$ cat src/rtl/ulpi_reg_arbiter.sv
// ULPI register access arbiter: round-robin between two requesters with a
// single outstanding link command, abort retry and response timeout.
module ulpi_reg_arbiter #(
    parameter logic [7:0] TIMEOUT_CYCLES = 8'd200,
    parameter int         MAX_RETRY      = 2
) (
    input  logic        i_clk,
    input  logic        i_rst,
    input  logic [1:0]  i_req,
    input  logic [1:0]  i_we,
    input  logic [11:0] i_addr,
    input  logic [15:0] i_wdata,
    output logic [1:0]  o_gnt,
    output logic [1:0]  o_done,
    output logic        o_err,
    output logic [7:0]  o_rdata,
    input  logic        i_link_idle,
    output logic        o_cmd_valid,
    input  logic        i_cmd_ready,
    output logic        o_cmd_we,
    output logic [5:0]  o_cmd_addr,
    output logic [7:0]  o_cmd_wdata,
    input  logic        i_rsp_valid,
    input  logic [7:0]  i_rsp_data,
    input  logic        i_rsp_abort
);

    localparam int RW = (MAX_RETRY < 2) ? 1 : $clog2(MAX_RETRY + 1);
    localparam logic [RW-1:0] RETRY_LIM = RW'(MAX_RETRY);
    localparam logic [7:0] TIMER_LAST = TIMEOUT_CYCLES - 8'd1;

    typedef enum logic [2:0] {
        IDLE,
        GRANT,
        ISSUE,
        WAIT_RSP,
        DONE
    } state_t;

    state_t          state;
    state_t          state_nxt;
    logic            rr;
    logic            owner;
    logic            win;
    logic            start;
    logic [RW-1:0]   retries;
    logic [7:0]      timer;
    logic            err;
    logic            can_retry;
    logic            timed_out;
    logic [1:0]      owner_oh;
    logic            cmd_we;
    logic [5:0]      cmd_addr;
    logic [7:0]      cmd_wdata;
    logic [7:0]      rdata;

    assign win       = (&i_req) ? rr : i_req[1];
    assign start     = i_link_idle && (|i_req);
    assign can_retry = retries < RETRY_LIM;
    assign timed_out = timer == TIMER_LAST;
    assign owner_oh  = owner ? 2'b10 : 2'b01;

    assign o_cmd_we    = cmd_we;
    assign o_cmd_addr  = cmd_addr;
    assign o_cmd_wdata = cmd_wdata;
    assign o_rdata     = rdata;

    always_ff @(posedge i_clk) begin
        if (i_rst) begin
            state <= IDLE;
        end else begin
            state <= state_nxt;
        end
    end

    always_comb begin
        state_nxt   = state;
        o_gnt       = 2'b00;
        o_done      = 2'b00;
        o_err       = 1'b0;
        o_cmd_valid = 1'b0;
        case (state)
            IDLE: begin
                if (start) begin
                    state_nxt = GRANT;
                end
            end
            GRANT: begin
                o_gnt     = owner_oh;
                state_nxt = ISSUE;
            end
            ISSUE: begin
                o_cmd_valid = 1'b1;
                if (i_cmd_ready) begin
                    state_nxt = WAIT_RSP;
                end
            end
            WAIT_RSP: begin
                // Response wins over abort, abort wins over timeout.
                if (i_rsp_valid) begin
                    state_nxt = DONE;
                end else if (i_rsp_abort) begin
                    state_nxt = can_retry ? ISSUE : DONE;
                end else if (timed_out) begin
                    state_nxt = DONE;
                end
            end
            DONE: begin
                o_done    = owner_oh;
                o_err     = err;
                state_nxt = IDLE;
            end
            default: state_nxt = IDLE;
        endcase
    end

    always_ff @(posedge i_clk) begin
        if (i_rst) begin
            rr        <= 1'b0;
            owner     <= 1'b0;
            retries   <= '0;
            timer     <= 8'h00;
            err       <= 1'b0;
            cmd_we    <= 1'b0;
            cmd_addr  <= 6'h00;
            cmd_wdata <= 8'h00;
            rdata     <= 8'h00;
        end else begin
            case (state)
                IDLE: begin
                    if (start) begin
                        owner <= win;
                        rr    <= ~win;
                    end
                end
                GRANT: begin
                    cmd_we    <= owner ? i_we[1] : i_we[0];
                    cmd_addr  <= owner ? i_addr[11:6] : i_addr[5:0];
                    cmd_wdata <= owner ? i_wdata[15:8] : i_wdata[7:0];
                    retries   <= '0;
                end
                ISSUE: begin
                    if (i_cmd_ready) begin
                        timer <= 8'h00;
                    end
                end
                WAIT_RSP: begin
                    if (timer != 8'hFF) begin
                        timer <= timer + 8'd1;
                    end
                    if (i_rsp_valid) begin
                        rdata <= cmd_we ? 8'h00 : i_rsp_data;
                        err   <= 1'b0;
                    end else if (i_rsp_abort) begin
                        if (can_retry) begin
                            retries <= retries + RW'(1);
                        end else begin
                            err <= 1'b1;
                        end
                    end else if (timed_out) begin
                        err <= 1'b1;
                    end
                end
                default: ;
            endcase
        end
    end

endmodule

$ cat config.mk
export PLATFORM = sky130hd
export DESIGN_NAME = ulpi_reg_arbiter
export DESIGN_NICKNAME = d
export VERILOG_FILES = /design/src/rtl/ulpi_reg_arbiter.sv
export SDC_FILE = /design/constraint.sdc
export NUM_CORES = 1
export LEC_CHECK = 0
export CAP_MARGIN = 20
export CORE_ASPECT_RATIO = 1.4
export CORE_UTILIZATION = 40
export DETAILED_ROUTE_END_ITERATION = 8
export MAX_ROUTING_LAYER = met4
export PLACE_DENSITY_LB_ADDON = 0.3
export RECOVER_POWER = 25
export SLEW_MARGIN = 20
export SYNTH_ARGS = -nofsm -noshare
export SYNTH_HDL_FRONTEND = slang
export SYNTH_SLANG_ARGS = --single-unit
export TNS_END_PERCENT = 5
$ cat constraint.sdc
create_clock -name i_clk -period 2.2 [get_ports i_clk]
set_clock_uncertainty 0.1 [all_clocks]
set_input_delay 0.22 -clock i_clk [delete_from_list [all_inputs] [get_ports i_clk]]
set_output_delay 0.22 -clock i_clk [all_outputs]
set_load 0.005 [all_outputs]
==> results of run 1 <==
-- flip-flops by register name, indices dropped and copies added, names as in the netlist --
| name | cells |
|---|---|
| o_cmd_wdata | 8 |
| o_cmd_addr | 6 |
| rr | 1 |
| o_rdata | 8 |
| o_cmd_we | 1 |
| owner | 1 |
| state | 3 |
| timer | 8 |
| retries | 2 |
| err | 1 |
-- cell usage in the layout, fill, tap and decap left out, types with 6 or more instances in the layout --
cell type        count
clkdlybuf4s50_1     62
dfxtp_1             36
nand3_1              7
nand3b_1             8
nor2_1              24
a211oi_1            15
a21oi_1             14
and3_1               8
mux2i_1             15
nor3_1               6
dlygate4sd3_1       12
clkbuf_8             6
nand2_1             12
-- worst max-delay path by stage --
stage          endpoint  slack [ps]  cells after the start
4_1_cts        o_gnt[0]          30                      3
3_5_place_dp   o_gnt[0]         280                      3
5_1_grt        o_gnt[0]          30                      3
2_1_floorplan  timer[5]         650                      5
3_3_place_gp   o_gnt[0]         300                      3
6_report       o_gnt[0]          90                      3
-- timing repair --
action / 4_1_cts / 5_1_grt
setup endpoints to repair: 1 / 1
pin swaps: 0 / 0
hold buffers: 0 / 0
resized for setup: 1 / 3
-- worst max-delay path, cell delays in order, from the launching register on --
cell             delay [ps]
dfxtp_4                 390
or3b_2                  480
nor2_1                  120
clkdlybuf4s50_1         510
-- logic make-up after synthesis --
logic type / share of synthesized area (%)
adders and majority gates: 0.6737
muxes: 8.692
DFF: 42.05
AOI/OAI and AO/OA: 16.65
buffers and inverters: 4.649
and+or+nand+nor: 27.29
-- per-stage QoR --
stage	power [W]	instance area [um2]	worst slack, ps	instances	util (%)
finish	0.001523	2715	93.49	341	60.34
detailed placement	0.001068	2629	278.6	334	58.43
global route	0.001598	2715	29.06	341	60.34
CTS	0.001552	2718	26.44	341	60.40
global placement	0.001065	2629	302.8	334	58.43
floorplan	0.0009054	1857	654.3	209	-
-- where the power goes --
part	switching [W]	leakage (nW)	internal (W)
combinational	0.000104	0.651	0.000174
clock	0.000232	0.0470	0.000246
sequential	0.0000261	0.318	0.000740
total	0.000363	1.02	0.00116
-- layout make-up --
cell class	count	area (um2)
flip-flops and latches	39	787.0
clock buffers	6	82.58
repair buffers	78	770.7
clock inverters	1	5.005
multi-input cells	153	984.7
well taps	62	77.57
fillers	432	1784
inverters	2	7.507
-- routing by layer --
layer  wire length [um]  vias up
met5                  0        -
met4                 55        0
met3                294        5
met2               2156       54
met1               1716      779
li1                   -      897
==> results_dict.tcl, run 1 <==
set metrics [dict create \
    nNetsFinal 326 \
    wirelength_um 4222 \
    io_buffer_count 74 \
    yosys.area.top_type "dfxtp_1" \
    path_class "reg -> out" \
    die_y_um 82.62 \
    startpoint "state[0]" \
    grtUsageTotal_pct 19.22 \
    cts_sinks 39 \
    grt_antenna_before_repair 0 \
    initial_core_util_pct 41.27 \
    max_clock_freq_mhz 474.7 \
    synth-seq-cells 39 \
    synth-edff-count 0 \
    synthTopCellsByCount "dfxtp_1, nor2_1, a211oi_1, mux2i_1, a21oi_1" \
    met3_usage_pct 6.386 \
    dieArea_mm2 0.004922 \
    clk_latency_ps 290 \
    use_met1_pct 20.57 \
    worstRegToRegCells 5 \
    syn-mean-instance-area_um2 8.884 \
    power.density_mw_per_mm2 560.9 \
    r2r-start "timer[0]" \
    relSlewSlack_pct 78.58 \
    cts_made_buffers 5 \
    tightest_slew_ps 320.5 \
    grt_use_met2_pct 32.47 \
    crit_path_end_kind "primary output" \
    ir_drop_mv 0.4674 \
    period_share_pct 95.75 \
    synth_cell_types 47 \
    ant_nets 0 \
    die_w_um 59.58 \
    critPathRequiredTime_ps 1880 \
    hold_viol 0 \
    leakage_nw 1.016 \
    grt_max_degree 31 \
    clock_path_buffers 2 \
    grt_pass1_vias 1608 \
    n_antenna_cell 0 \
    globalplace.congestion 0.8820 \
    syn2layout_area_growth_pct 46.23 \
    wl_per_cell_um 12.38 \
    vias 1735 \
    post_cts_buffers 0 \
    min_to "o_rdata[7]" \
    worstReg2RegEnd "timer[5]" \
    setup_viol 0 \
    core_mm2 0.004499 \
    num_rows 29 \
    outcome "complete, no violations" \
    hold_depth 2 \
    dp_hpwl_um 3216 \
    drc 0 \
    rsz0062_at_grt "no" \
    slew_viol_final 0 \
    grt_overflow 0 \
    min_from "o_rdata[7]" \
    yosysMostFrequentCell "dfxtp_1" \
    fin_setup_tns_ps 0 \
    max_cap_violations 0 \
    period_needed_ps 2107 \
    synth_area_leaders "dfxtp_1, mux2i_1, a211oi_1, nor2_1, a21oi_1" \
    tritoncts "built" \
    synthesis.nets 256 \
    path_clk_slew_ps 70 \
    whs_ps 349.1 \
    worstPathArrival_ps 1790 \
    yosysTopAreaCellShare_pct 42.05 \
    drt_iter0_drc 68 \
    syn_inst 209 \
    ys.flop_type "dfxtp_1" \
    ioPinCount 75 \
    drive_gt1_share_pct 8.602 \
    grt_busiest_layer "met2" \
    drt-pass1-iter-count 4 \
    critPathLaunchType "flop" \
    syn_area_mm2 0.001857 \
    critPathMaxFanout 10 \
    grt_pass1_wl_um 6962 \
    clockRootBuffer "clkbuf_8" \
    ys_warn_count 0 \
    htree_levels 2 \
    ys_seq_area_share_pct 42.05 \
    hp-class "reg -> reg" \
    rrSetupSlack_ps 440 \
    vias_per_cell 5.088 \
    async_reset_ff_share_pct 0 \
]
No activity file was read; power rests on OpenSTA's default activity.
==> run 2, diff against run 1 <==
--- a/config.mk
+++ b/config.mk
@@ -12,6 +12,7 @@
 export MAX_ROUTING_LAYER = met4
 export PLACE_DENSITY_LB_ADDON = 0.3
 export RECOVER_POWER = 25
+export SETUP_SLACK_MARGIN = 0.3
 export SLEW_MARGIN = 20
 export SYNTH_ARGS = -nofsm -noshare
 export SYNTH_HDL_FRONTEND = slang
==> results_dict.tcl, run 2 (same netlist as run 1, synthesis figures left out) <==
set metrics [dict create \
    outcome "complete, no violations" \
    die_w_um 59.58 \
    n_antenna_cell 0 \
    vias 1735 \
    dp_hpwl_um 3216 \
    rrSetupSlack_ps 230 \
    num_rows 29 \
    drt_iter0_drc 85 \
    period_share_pct 89.60 \
    switchingPower_w 0.0003693 \
    drt-pass1-iter-count 6 \
    hold_viol 0 \
    initial_core_util_pct 41.27 \
    wl_per_cell_um 12.49 \
    io_buffer_count 74 \
    grt_max_degree 31 \
    htree_levels 2 \
    tightest_slew_ps 515.6 \
    clk_latency_ps 290 \
    hp-class "reg -> reg" \
    final_cell_mix "clkdlybuf4s50_1, dfxtp_1, nor2_1" \
    finalPower_w 0.001533 \
    wirelength_um 4308 \
    n_fill_cell 429 \
    critPathRequiredTime_ps 2280 \
    path_class "reg -> reg" \
    power.density_mw_per_mm2 558.0 \
    power_frac_comb_pct 18.8 \
    cts_sinks 39 \
    drive_gt1_share_pct 9.541 \
    path_buf_inv 1 \
    internal_power_w 0.001163 \
    tritoncts "built" \
    dieArea_mm2 0.004922 \
    die_y_um 82.62 \
    max_cap_violations 0 \
    p_sw_share_pct 24.10 \
    grt_overflow 0 \
    clockRootBuffer "clkbuf_8" \
    slew_viol_final 0 \
    path_cells "clkbuf_1 -> and3b_1 -> nand2b_2 -> or4_1 -> o41ai_1" \
    syn2layout_area_growth_pct 47.91 \
    vias_per_cell 5.029 \
    leakage_nw 1.047 \
    nNetsFinal 330 \
    grt_antenna_before_repair 0 \
    max_clock_freq_mhz 507.3 \
    critical_path.top_delay_family "simple AND/OR/NAND/NOR gates" \
    period_needed_ps 1971 \
    sequentialPowerShare_pct 49.8 \
    fin_setup_tns_ps 0 \
    cpMaxStageDelayCell "dfxtp_1" \
    rsz0062_at_grt "yes" \
    ant_nets 0 \
    setup_viol 0 \
    critPathLaunchType "flop" \
    grtUsageTotal_pct 19.89 \
    clockPowerShare_pct 31.4 \
    crit_path_end_kind "flop" \
    final_common_cell "clkdlybuf4s50_1" \
    layout_setup_ws_ps 228.8 \
    worstPathArrival_ps 2050 \
    path_clk_slew_ps 70 \
    cpPeakStageDelay_ps 460 \
    relSlewSlack_pct 65.63 \
    ir_drop_mv 0.4678 \
    post-place-ws_ps 278.6 \
    grt_pass1_vias 1649 \
    cts_made_buffers 5 \
    globalplace.congestion 0.8820 \
    ioPinCount 75 \
    critPathMaxFanout 8 \
    clock_path_buffers 2 \
    grt_pass1_wl_um 7203 \
    drc 0 \
    core_mm2 0.004499 \
]
-- run 2: cell types whose count changed in the layout (fill, tap and decap cells not counted), moves of 2 or more --
cell	change
dfxtp_2	-2
buf_4	+2
dlygate4sd3_1	-3
dfxtp_1	+2
-- run 2: cell type report --
class	count	area (um2)	area share, %
clock buffers	6	82.58	3.007
flip-flops and latches	39	784.5	28.56
well taps	62	77.57	2.825
clock inverters	1	5.005	0.1822
inverters	2	7.507	0.2733
repair buffers	82	795.8	28.97
multi-input cells	153	993.5	36.17
-- run 2: worst paths after layout --
path | from | endpoint | depth (start not counted)
setup / recovery | state[1] | state[0] | 5
hold / removal | o_rdata[7] | o_rdata[7] | 2
setup reg to reg | state[1] | state[0] | 5
hold reg to reg | o_rdata[7] | o_rdata[7] | 2
-- run 2: through the flow --
| stage | instances | instance area, um2 | hold slack (ps) | util, % |
|---|---|---|---|---|
| 2_1_floorplan | 209 | 1857 | 284.3 | - |
| 3_3_place_gp | 334 | 2629 | 338.1 | 58.43 |
| 3_5_place_dp | 334 | 2629 | 346.1 | 58.43 |
| 4_1_cts | 345 | 2761 | 356.4 | 61.37 |
| 5_1_grt | 345 | 2746 | 369.3 | 61.04 |
| 6_report | 345 | 2746 | 349.1 | 61.04 |
-- run 2: tightest hold or removal path, cell delays in order, from the launching register on --
cell     delay (ps)
dfxtp_1         310
nand2_1          50
a21oi_1          50
-- run 2: power by group through the flow --
stage / Sequential [W] / Clock [W] / Combinational (W)
2_1_floorplan: 0.000775 / 0 / 0.000131
3_3_place_gp: 0.000781 / 0 / 0.000284
3_5_place_dp: 0.000783 / 0 / 0.000286
4_1_cts: 0.000762 / 0.000497 / 0.000299
5_1_grt: 0.000769 / 0.000519 / 0.000318
6_report: 0.000762 / 0.000481 / 0.000289
-- run 2: metal layers --
layer | vias up | share of wire [%] | global-route usage (%)
met5 | - | 0 | -
met4 | 0 | 1.8 | 8.605
met3 | 7 | 6.8 | 6.386
met2 | 56 | 51 | 33.37
met1 | 770 | 40 | 21.34
li1 | 902 | - | -
-- run 2: repair_timing --
item                                    4_1_cts  5_1_grt
gates cloned                                  0        0
setup buffers                                 4        0
hold buffers                                  0        0
resized for setup                             9        2
endpoints found under the setup margin        6       10
==> run 3, diff against run 2 <==
--- a/config.mk
+++ b/config.mk
@@ -13,7 +13,6 @@
 export PLACE_DENSITY_LB_ADDON = 0.3
 export RECOVER_POWER = 25
 export SETUP_SLACK_MARGIN = 0.3
-export SLEW_MARGIN = 20
 export SYNTH_ARGS = -nofsm -noshare
 export SYNTH_HDL_FRONTEND = slang
 export SYNTH_SLANG_ARGS = --single-unit
==> results of run 3 <==
The final DEF is identical to that of run 2; final timing and power are the same.
